--- config.mk ---
export PLATFORM = sky130hd
export DESIGN_NAME = carregador_instrucoes_flat
export DESIGN_NICKNAME = d
export VERILOG_FILES = /design/src/rtl/carregador_instrucoes_if.sv /design/src/rtl/carregador_instrucoes.sv /design/src/flat_wrapper.sv
export SDC_FILE = /design/constraint.sdc
export NUM_CORES = 1
export LEC_CHECK = 0
export CAP_MARGIN = 20
export CORE_UTILIZATION = 50
export DETAILED_ROUTE_END_ITERATION = 8
export GPL_TIMING_DRIVEN = 0
export PLACE_DENSITY_LB_ADDON = 0.08
export SLEW_MARGIN = 10
export SYNTH_ARGS = -nofsm -noshare
export SYNTH_HDL_FRONTEND = slang
export SYNTH_SLANG_ARGS = --single-unit
--- constraint.sdc ---
create_clock -name Clock -period 2.7 [get_ports Clock]
set_input_delay 0.54 -clock Clock [delete_from_list [all_inputs] [get_ports Clock]]
set_output_delay 0.54 -clock Clock [all_outputs]
set_load 0.01 [all_outputs]
--- src/rtl/carregador_instrucoes_if.sv ---
// Byte-stream intake and instruction-memory write port of the program loader.
// The slave side is the loader; the master side is the byte source and memory.
interface carregador_instrucoes_if;
  logic [7:0]  ByteEntrada;
  logic        ByteValido;
  logic        ByteAceito;
  logic        EscritaMem;
  logic [31:0] Endereco;
  logic [31:0] Instrucao;

  modport slave  (input  ByteEntrada, ByteValido,
                  output ByteAceito, EscritaMem, Endereco, Instrucao);
  modport master (output ByteEntrada, ByteValido,
                  input  ByteAceito, EscritaMem, Endereco, Instrucao);
endinterface

--- src/rtl/carregador_instrucoes.sv ---
// Program loader: packs an MSB-first byte stream into 32-bit words and writes them
// to consecutive instruction-memory addresses until a jump-to-self or memory full.
module carregador_instrucoes #(
  parameter int         DEPTH   = 123,
  parameter logic [5:0] OP_JUMP = 6'b000101
) (
  input  logic                    Clock,
  input  logic                    Reset,
  input  logic                    Start,
  carregador_instrucoes_if.slave  bus,
  output logic                    Carregando,
  output logic                    Concluido,
  output logic                    Erro,
  output logic [31:0]             Palavras
);

  typedef enum logic [1:0] {IDLE, LOAD, WRITE, DONE} estado_t;

  estado_t     estado;
  logic [1:0]  cont_byte;
  logic [23:0] montagem;

  logic halt;
  logic ultimo;
  assign halt   = (bus.Instrucao[31:26] == OP_JUMP) &&
                  (bus.Instrucao[25:0] == bus.Endereco[25:0]);
  assign ultimo = (bus.Endereco == 32'(DEPTH - 1));

  always_ff @(posedge Clock or negedge Reset) begin
    if (!Reset) begin
      estado         <= IDLE;
      cont_byte      <= 2'd0;
      montagem       <= 24'd0;
      bus.ByteAceito <= 1'b0;
      bus.EscritaMem <= 1'b0;
      bus.Endereco   <= 32'd0;
      bus.Instrucao  <= 32'd0;
      Carregando     <= 1'b0;
      Concluido      <= 1'b0;
      Erro           <= 1'b0;
      Palavras       <= 32'd0;
    end else begin
      case (estado)
        IDLE, DONE: begin
          if (Start) begin
            estado         <= LOAD;
            cont_byte      <= 2'd0;
            montagem       <= 24'd0;
            bus.Endereco   <= 32'd0;
            Palavras       <= 32'd0;
            Erro           <= 1'b0;
            bus.ByteAceito <= 1'b1;
            Carregando     <= 1'b1;
            Concluido      <= 1'b0;
          end
        end
        LOAD: begin
          if (bus.ByteValido && bus.ByteAceito) begin
            if (cont_byte == 2'd3) begin
              // Fourth byte completes the word; ready drops so the write cycle takes nothing.
              bus.Instrucao  <= {montagem, bus.ByteEntrada};
              cont_byte      <= 2'd0;
              bus.ByteAceito <= 1'b0;
              bus.EscritaMem <= 1'b1;
              estado         <= WRITE;
            end else begin
              montagem  <= {montagem[15:0], bus.ByteEntrada};
              cont_byte <= cont_byte + 2'd1;
            end
          end
        end
        WRITE: begin
          bus.EscritaMem <= 1'b0;
          Palavras       <= Palavras + 32'd1;
          if (halt || ultimo) begin
            // Halt check wins over memory-full, so a halt at the last address is clean.
            estado     <= DONE;
            Erro       <= !halt;
            Carregando <= 1'b0;
            Concluido  <= 1'b1;
          end else begin
            bus.Endereco   <= bus.Endereco + 32'd1;
            bus.ByteAceito <= 1'b1;
            estado         <= LOAD;
          end
        end
        default: estado <= IDLE;
      endcase
    end
  end

endmodule

--- src/flat_wrapper.sv ---
// flat-port wrapper written by rule: the top's interface ports become plain ports
module carregador_instrucoes_flat 
#(
  parameter int         DEPTH   = 123,
  parameter logic [5:0] OP_JUMP = 6'b000101
)
  (Clock, Reset, Start, Carregando, Concluido, Erro, Palavras, bus_ByteEntrada, bus_ByteValido, bus_ByteAceito, bus_EscritaMem, bus_Endereco, bus_Instrucao);
  carregador_instrucoes_if bus_i ();
  input  logic Clock;
  input  logic Reset;
  input  logic Start;
  output logic Carregando;
  output logic Concluido;
  output logic Erro;
  output logic [31:0] Palavras;
  input wire logic [$bits(bus_i.ByteEntrada)-1:0] bus_ByteEntrada;
  input wire logic [$bits(bus_i.ByteValido)-1:0] bus_ByteValido;
  output wire logic [$bits(bus_i.ByteAceito)-1:0] bus_ByteAceito;
  output wire logic [$bits(bus_i.EscritaMem)-1:0] bus_EscritaMem;
  output wire logic [$bits(bus_i.Endereco)-1:0] bus_Endereco;
  output wire logic [$bits(bus_i.Instrucao)-1:0] bus_Instrucao;
  assign bus_i.ByteEntrada = bus_ByteEntrada;
  assign bus_i.ByteValido = bus_ByteValido;
  assign bus_ByteAceito = bus_i.ByteAceito;
  assign bus_EscritaMem = bus_i.EscritaMem;
  assign bus_Endereco = bus_i.Endereco;
  assign bus_Instrucao = bus_i.Instrucao;
  carregador_instrucoes #(.DEPTH(DEPTH), .OP_JUMP(OP_JUMP)) u_core (.Clock(Clock), .Reset(Reset), .Start(Start), .bus(bus_i), .Carregando(Carregando), .Concluido(Concluido), .Erro(Erro), .Palavras(Palavras));
endmodule
After elaboration in Yosys (flattened, before gate mapping)
Index checks and enable logic that the tools add are counted.
Widths: inputs -> output; s select.
{"block": "word_totals", "output_inout_bits": 101, "register_bits": 129, "wordCells": 77, "in_bits": 12}
{"block": "op_classes", "n_addsub": 3, "n_reduce_logical": 18, "n_mux": 32, "n_eq_ne": 13}
{"op": "$pmux 32 s2", "count": 2}
{"op": "$mux 24", "count": 3}
{"op": "$add 32x1->32 const B", "count": 2}
{"op": "$mux 32", "count": 2}
{"op": "$pmux 24 s2", "count": 1}
{"op": "$eq 32x7->1 const B", "count": 1}
{"op": "$eq 26x26->1", "count": 1}
{"op": "$reduce_and 3->1", "count": 6}
{"op": "$mux 2", "count": 7}
{"op": "$mux 1", "count": 10}
{"op": "$pmux 1 s2", "count": 4}
{"op": "$reduce_and 4->1", "count": 2}
{"op": "$eq 2x2->1 const B", "count": 3}
{"op": "$eq 6x3->1 const B", "count": 1}
{"op": "$ne 2x1->1 const B", "count": 3}
{"op": "$ne 2x2->1 const B", "count": 3}
{"op": "$pmux 2 s3", "count": 1}
{"op": "$reduce_bool 2->1", "count": 3}
{"op": "$pmux 2 s2", "count": 1}
{"op": "$pmux 1 s3", "count": 1}
{"op": "$add 2x1->2 const B", "count": 1}
{"op": "$eq 2x1->1 const B", "count": 1}
{"op": "$logic_and 1x1->1", "count": 2}
{"op": "$logic_not 2->1", "count": 1}
{"op": "other kinds (4)", "count": 4}

Longest topological paths before layout
Gate-level depths: netlist of run 1.
{"block": "logic_depth", "word_depth": 5, "mapped_depth": 10, "mapped_depth_nobuf": 8}

Least setup slack after synthesis of run 1
No wires, ideal clock.
{"block": "synth_path", "path_kind": "reg-to-reg", "startpoint": "reg u_core.estado[0]", "endpoint": "reg u_core.bus.Endereco[7]", "path_buffers": 2, "setup_time_ns": 0.126, "t_arrival_ns": 2.083, "required_ns": 2.574, "path_stages_with_launch": 9, "path_slack_ns": 0.491, "synth_period_minus_slack_ns": 2.209, "path_cell_list": "dfrtp_1 > inv_1 > ha_1 > buf_2 > mux2i_1 > or2_4 > buf_6 > nor3_1 > a221o_1"}
{"block": "synth_between", "elab_chain_len": 4, "word_cells_on_any_way": 9, "cone_classes": "eq/ne: 4; mux: 1; reduce/logical: 4"}
{"item": "start, declared", "line_no": "carregador_instrucoes.sv:19", "rtl": "estado_t estado;"}
{"item": "start signal, assigned", "line_no": "carregador_instrucoes.sv:31", "rtl": "estado <= IDLE;"}
{"item": "start signal, assigned", "line_no": "carregador_instrucoes.sv:46", "rtl": "estado <= LOAD;"}
{"item": "start signal, assigned", "line_no": "carregador_instrucoes.sv:65", "rtl": "estado <= WRITE;"}
{"item": "$eq 2x2->1 or $logic_not 2->1 (tied branches)", "line_no": "carregador_instrucoes.sv:43", "rtl": "case (estado)"}
{"item": "$reduce_or 2->1", "line_no": "carregador_instrucoes.sv:43"}
{"item": "$ne 2x2->1 (no line) or $reduce_bool 2->1 (tied branches)"}
{"item": "$reduce_and 3->1 (no line)"}
{"item": "end signal, assigned", "line_no": "carregador_instrucoes.sv:82", "rtl": "bus.Endereco <= bus.Endereco + 32'd1;"}
{"item": "end, declared", "line_no": "carregador_instrucoes_if.sv:12", "rtl": "output ByteAceito, EscritaMem, Endereco, Instrucao);"}
Parallel ways exist; a longest one is shown, timed or not.
A chain may end at the register's enable or synchronous reset.

Worst setup path in the final report of run 1
{"block": "layout_path", "startpoint": "reg u_core.bus.Endereco[0]", "endpoint": "reg u_core.bus.Endereco[16]"}
{"block": "layout_between", "elab_chain_len": 5, "word_cells_on_any_way": 9, "cone_classes": "add/sub: 1; eq/ne: 3; mux: 2; reduce/logical: 3"}
{"item": "branches (longest 5 deep; another with $add 32x1->32)"}
Several ways; the timed one is not identified. The select of a mux whose other input is x is not followed.

==> results.tsv, run 1 <==
metric	value	unit
critPathLaunchType	flip-flop	
num_vias	5784	
p_per_area	764.9	mW/mm^2
hold_slack	0.01164	ns
cts.sinks	129	
combPwrFrac	0.290	
hold_buffers	0	
avgRoutedWirePerCell	19.35	um
power_frac_seq	0.357	
cts_tree	built	
drc	0	
maxCapViolCount	0	
diodes	0	
peakVddDrop	0.0007903	V
critPathCaptureType	flip-flop	
hold_viol_final	0	
pwr-share-clk	0.353	
cts_buffers	17	
yosysUniqueCellTypes	61	
cts_htree_levels	4	
std_cell_rows	41	
worstPathArrival	2.89	ns
vias_per_cell	6.000	
crit_path_max_fanout	9	
p_sw	2.393	mW
min-delay-path-class	in -> async	
drt_iter0_drc	553	
leakagePower	3.863	nW
fmax	394.4	MHz
rrSetupSlack	0.16	ns
synthCells	646	
antenna_found_initial	0	
setup_viol	0	
num_io_pins	113	
grt-ovfl-total	0	
clk_pin_slew	0.06	ns
fin_crit	2.536	ns
final_cell_mix	dfrtp_1 (129), clkdlybuf4s50_1 (111), nand2_1 (55)	
grt_pass1_wl	29.67	mm
root_buffer	clkbuf_16	
async_flop_share	1.000	
core	0.01277	mm^2
start_util	0.5199	
synth_area	0.006641	mm^2
synthToLayoutAreaGrowth	30.48	%
final_antenna_net_count	0	
finalSetupTns	0	ns
cts_buffer_depth	2	
layout_commonest_cell	dfrtp_1	
criticalPathCategory	reg -> reg	
fin_crit_sh	0.9391	
synth-edff-count	0	
drive_above_1_share	0.1465	
synth_flop_cell	dfrtp_1	
power.internal	4.235	mW
gp_routability_congestion	0.9174	
tightest_slew	0.6391	ns
synth_nets	665	
dp_slack	-0.2905	ns
synth-seq-area-share	0.4861	
routed_wl	18.66	mm
yosys_register_bits	129	
syn_area_per_cell	10.28	um^2
reg2reg_depth	7	
grt_pass1_vias	5561	
yosysWarnings	0	
dp_cells	931	
clock-skew-final	0.007064	ns
required	3.06	ns
timing.rr.end	u_core.bus.Endereco[16]$_DFFE_PN0P_	
grt_start_max_net_pins	94	
status	complete, no violations	
rr_startpoint	u_core.bus.Endereco[0]$_DFFE_PN0P_	
die_y	117.3	um
drt-pass1-iter-count	5	
portBuffers	112	
fin_ws	0.1644	ns
clk_latency	0.43	ns
fill_cells	986	
nets	798	
die_w	117.3	um
power.share.switching	0.3610	
fin_cells	964	
fp.dieArea	0.01375	mm^2
grt_use_total	0.2884	
total_power	6.628	mW
hpwlAfterDp	13.36	mm
relSlewSlack	0.5704	
maxSlewViolCount	0	
critical path, stage by stage (launching register included):
cell      delay, ns
dfrtp_1        0.54
ha_1           0.20
clkbuf_1       0.32
nand3_1        0.18
nor3_4         0.38
o21ai_1        0.24
or4_1          0.52
nand3_1        0.09
registers in the layout, summed over array words and instances, names as in the netlist:
register / count
u_core.Carregando: 1
u_core.Concluido: 1
u_core.Erro: 1
u_core.Palavras: 32
u_core.bus.ByteAceito: 1
u_core.bus.Endereco: 32
u_core.bus.EscritaMem: 1
u_core.bus.Instrucao: 32
u_core.cont_byte: 2
u_core.estado: 2
u_core.montagem: 24
logic make-up (layout without fill, tap and decap cells):
group	Yosys count	after routing	share of synthesized area
buf+inv	58	204	0.03918
xor+xnor	48	48	0.06330
flops	129	129	0.4861
mux	37	37	0.06198
simple gates	250	250	0.2118
compound gates	117	117	0.1245
fa+ha+maj	7	7	0.01319
per-stage QoR:
| stage | cell area [um^2] | utilization |
|---|---|---|
| detailed placement | 8006 | 0.6268 |
| finish | 8666 | 0.6784 |
| floorplan | 6641 | - |
| global placement | 7978 | 0.6245 |
| global route | 8666 | 0.6784 |
| CTS | 8617 | 0.6746 |
routing by layer:
layer	up-vias	routed length (um)	part of all wire	global-route usage
met2	254	9127	0.49	0.4624
met5	-	0	0	0
met1	2856	8099	0.43	0.3887
li1	2648	-	-	-
met3	26	1198	0.064	0.06231
met4	0	234	0.013	0.09789
power groups by stage:
stage	Clock (mW)	Combinational [mW]	Sequential [mW]
final	2.34	1.92	2.37
after global routing	2.44	2.10	2.40
after CTS	2.36	1.86	2.37
after detailed placement	0	1.83	2.40
after global placement	0	1.79	2.39
after floorplan	0	1.11	2.37
layout make-up:
type                            instances  area, um^2  share of cell area
Clock buffer                           17       425.4             0.04909
Inverter                               18       67.56            0.007797
Tap cell                              172       215.2             0.02483
Timing Repair Buffer                  114        1157              0.1336
Sequential cell                       129        3228              0.3725
Multi-Input combinational cell        459        3202              0.3695
Buffer                                 40       195.2             0.02252
Clock inverter                         15       175.2             0.02021
cell usage after synthesis, types with 5 or more instances:
cell / number / area [um^2]
a21oi_1: 14 / 70.07
a22o_1: 25 / 219.0
a31oi_1: 23 / 143.9
a41oi_1: 5 / 43.79
and2_1: 5 / 31.28
and3_1: 10 / 62.56
and4_1: 7 / 61.31
buf_2: 14 / 70.07
clkbuf_1: 20 / 75.07
dfrtp_1: 129 / 3228
ha_1: 7 / 87.58
inv_1: 18 / 67.56
mux2_2: 33 / 371.6
nand2_1: 55 / 206.5
nand2b_1: 6 / 37.54
nand3_1: 39 / 195.2
nand4_1: 18 / 112.6
nor2_1: 42 / 157.7
nor3_1: 9 / 45.04
nor4_1: 14 / 87.58
o211ai_1: 5 / 37.54
o21ai_0: 15 / 75.07
or3_1: 14 / 87.58
or4_1: 7 / 52.55
xnor2_1: 8 / 70.07
xor2_1: 40 / 350.3
worst max-delay path by stage:
| stage | start | endpoint | slack [ns] | cells after the start |
|---|---|---|---|---|
| 2_1_floorplan | u_core.estado[0]$_DFFE_PN0P_ | u_core.bus.Endereco[7]$_DFFE_PN0P_ | 0.49 | 8 |
| 3_3_place_gp | Reset | u_core.montagem[19]$_DFFE_PN0P_ | -3.92 | 1 |
| 3_5_place_dp | Start | u_core.Palavras[17]$_DFFE_PN0P_ | -0.29 | 6 |
| 4_1_cts | u_core.bus.Endereco[0]$_DFFE_PN0P_ | u_core.bus.Endereco[23]$_DFFE_PN0P_ | 0.0001 | 9 |
| 5_1_grt | u_core.estado[0]$_DFFE_PN0P_ | u_core.montagem[2]$_DFFE_PN0P_ | -0.0004 | 9 |
| 6_report | u_core.bus.Endereco[0]$_DFFE_PN0P_ | u_core.bus.Endereco[16]$_DFFE_PN0P_ | 0.16 | 7 |
timing repair:
item,4_1_cts,5_1_grt
buffers inserted,0,1
setup endpoints to repair,35,67
endpoints found under the hold margin,0,0
resized for setup,2,10
pin swaps,0,1
No activity file was read; power rests on OpenSTA's default activity.
==> inputs of run 2 (changes only) <==
--- a/config.mk
+++ b/config.mk
@@ -5,11 +5,12 @@
 export SDC_FILE = /design/constraint.sdc
 export NUM_CORES = 1
 export LEC_CHECK = 0
+export ABC_CLOCK_PERIOD_IN_PS = 2700
 export CAP_MARGIN = 20
 export CORE_UTILIZATION = 50
 export DETAILED_ROUTE_END_ITERATION = 8
 export GPL_TIMING_DRIVEN = 0
-export PLACE_DENSITY_LB_ADDON = 0.08
+export PLACE_DENSITY = 0.83
 export SLEW_MARGIN = 10
 export SYNTH_ARGS = -nofsm -noshare
 export SYNTH_HDL_FRONTEND = slang
==> results.tsv, run 2 (synthesized netlist as in run 1, its figures left out) <==
metric	value	unit	change
status	complete, no violations		unchanged
worstPathArrival	2.92	ns	was 2.89 ns
root_buffer	clkbuf_16		unchanged
final_cell_mix	dfrtp_1 (129), clkdlybuf4s50_1 (111), nand2_1 (55)		unchanged
hold_viol_final	0		unchanged
grt_pass1_wl	30.08	mm	was 29.67 mm
grt_pass1_vias	5853		was 5561
highest_layer	met4		unchanged
hold_buffers	0		unchanged
fp.dieArea	0.01375	mm^2	unchanged
fin_crit	2.585	ns	was 2.536 ns
power.internal	4.255	mW	was 4.235 mW
avgRoutedWirePerCell	19.51	um	was 19.35 um
criticalPathCategory	reg -> reg		unchanged
crit_path_max_fanout	10		was 9
peakVddDrop	0.0006543	V	was 0.0007903 V
nets	798		unchanged
drive_above_1_share	0.1414		was 0.1465
relSlewSlack	0.5594		was 0.5704
cts.sinks	129		unchanged
leakagePower	3.850	nW	was 3.863 nW
power.share.switching	0.3473		was 0.3610
gp_routability_congestion	0.9355		was 0.9174
post-route-cell-area	0.008626	mm^2	was 0.008666 mm^2
setup_viol	0		unchanged
fill_cells	922		was 986
antenna_found_initial	0		unchanged
wl_met2	9.045	mm	was 9.127 mm
core	0.01277	mm^2	unchanged
maxSlewViolCount	0		unchanged
p_per_area	755.8	mW/mm^2	was 764.9 mW/mm^2
final_antenna_net_count	0		unchanged
drc	0		unchanged
rr_startpoint	u_core.bus.Endereco[0]$_DFFE_PN0P_		unchanged
clock-skew-final	0.007962	ns	was 0.007064 ns
layout_commonest_cell	dfrtp_1		unchanged
wl_met1	7.597	mm	was 8.099 mm
tightest_slew	0.6593	ns	was 0.6391 ns
die_y	117.3	um	unchanged
diodes	0		unchanged
critPathLaunchType	flip-flop		unchanged
cts_htree_levels	4		unchanged
pwr-share-clk	0.349		was 0.353
timing.rr.end	u_core.bus.Endereco[23]$_DFFE_PN0P_		was u_core.bus.Endereco[16]$_DFFE_PN0P_
fin_crit_sh	0.9574		was 0.9391
portBuffers	112		unchanged
die_w	117.3	um	unchanged
grt_use_total	0.2927		was 0.2884
reg_top3	u_core.Palavras (32), u_core.bus.Endereco (32), u_core.bus.Instrucao (32)		unchanged
cts_tree	built		unchanged
grt_start_max_net_pins	77		was 94
start_util	0.5199		unchanged
dpl_cell_area	0.008006	mm^2	unchanged
clk_pin_slew	0.06	ns	about the same
combPwrFrac	0.286		was 0.290
drt_iter0_drc	631		was 553
drt-pass1-iter-count	5		unchanged
vias_per_cell	6.224		was 6.000
maxCapViolCount	0		unchanged
p_sw	2.264	mW	was 2.393 mW
routed_wl	18.81	mm	was 18.66 mm
min-delay-path-class	in -> async		unchanged
hold_slack	0.06457	ns	was 0.01164 ns
cts_buffers	17		unchanged
std_cell_rows	41		unchanged
dp_slack	-0.2655	ns	was -0.2905 ns
reg2reg_depth	10		was 7
num_vias	6000		was 5784
grt-ovfl-total	0		unchanged
fmax	386.8	MHz	was 394.4 MHz
num_io_pins	113		unchanged
wl_met3	1.617	mm	was 1.198 mm
clk_latency	0.43	ns	about the same
synthToLayoutAreaGrowth	29.88	%	was 30.48%
required	3.03	ns	was 3.06 ns
cts_buffer_depth	2		unchanged
power_frac_seq	0.365		was 0.357
finalSetupTns	0	ns	unchanged
hpwlAfterDp	13.32	mm	was 13.36 mm
rrSetupSlack	0.11	ns	was 0.16 ns
fin_ws	0.1150	ns	was 0.1644 ns
critPathCaptureType	flip-flop		unchanged
[run 2: cell count changes in the layout (fill, tap and decap cells not counted), sizes merged]
cell	previous run	this run
clkinv	3	4
inv	25	18
clkbuf	39	45
[run 2: layout make-up]
class	count	area, um^2	share of cell area
Buffer	40	195.2	0.02263
Clock buffer	23	478.0	0.05541
Clock inverter	9	106.4	0.01233
Inverter	18	67.56	0.007833
Multi-Input combinational cell	459	3178	0.3684
Sequential cell	129	3228	0.3742
Tap cell	172	215.2	0.02495
Timing Repair Buffer	114	1157	0.1342
[run 2: critical path, cell delays in order (launching register included)]
cell and delay (ns):
dfrtp_1 0.48, inv_1 0.13, ha_1 0.23, nor4b_1 0.15
nand4_1 0.10, buf_4 0.14, nor3_4 0.06, nor2_1 0.45
clkbuf_2 0.35, nand2_1 0.16, o221ai_1 0.23
[run 2: how the worst max path moves through the flow]
stage | to | startpoint | depth (start not counted)
floorplan | u_core.bus.Endereco[7]$_DFFE_PN0P_ | u_core.estado[0]$_DFFE_PN0P_ | 8
global placement | u_core.montagem[19]$_DFFE_PN0P_ | Reset | 1
detailed placement | u_core.Palavras[16]$_DFFE_PN0P_ | Start | 6
CTS | u_core.bus.Endereco[31]$_DFFE_PN0P_ | u_core.bus.Endereco[0]$_DFFE_PN0P_ | 9
global route | u_core.bus.Endereco[23]$_DFFE_PN0P_ | u_core.bus.Endereco[0]$_DFFE_PN0P_ | 10
finish | u_core.bus.Endereco[23]$_DFFE_PN0P_ | u_core.bus.Endereco[0]$_DFFE_PN0P_ | 10
[run 2: what timing repair did]
item / in CTS / in global routing
cloned: 0 / 0
hold endpoints to repair: 0 / 0
pin swaps: 0 / 1
buffers inserted: 0 / 1
endpoints found under the setup margin: 22 / 34
resized for setup: 3 / 5
[run 2: routing by layer]
layer | GRT usage | vias up
li1 | - | 2651
met5 | 0 | -
met3 | 0.07003 | 58
met1 | 0.3732 | 2946
met4 | 0.1308 | 0
met2 | 0.4749 | 345
[run 2: power groups by stage]
| stage | Clock [mW] | Combinational (mW) | Sequential [mW] |
|---|---|---|---|
| floorplan | 0 | 1.11 | 2.37 |
| CTS | 2.29 | 1.82 | 2.37 |
| global route | 2.36 | 2.03 | 2.40 |
| detailed placement | 0 | 1.79 | 2.40 |
| finish | 2.28 | 1.87 | 2.38 |
| global placement | 0 | 1.73 | 2.39 |
[run 2: per-stage QoR]
step	util	total power [mW]	cells
floorplan	-	3.480	646
global placement	0.6245	4.125	930
detailed placement	0.6268	4.187	931
CTS	0.6734	6.486	963
global route	0.6753	6.789	964
finish	0.6753	6.519	964
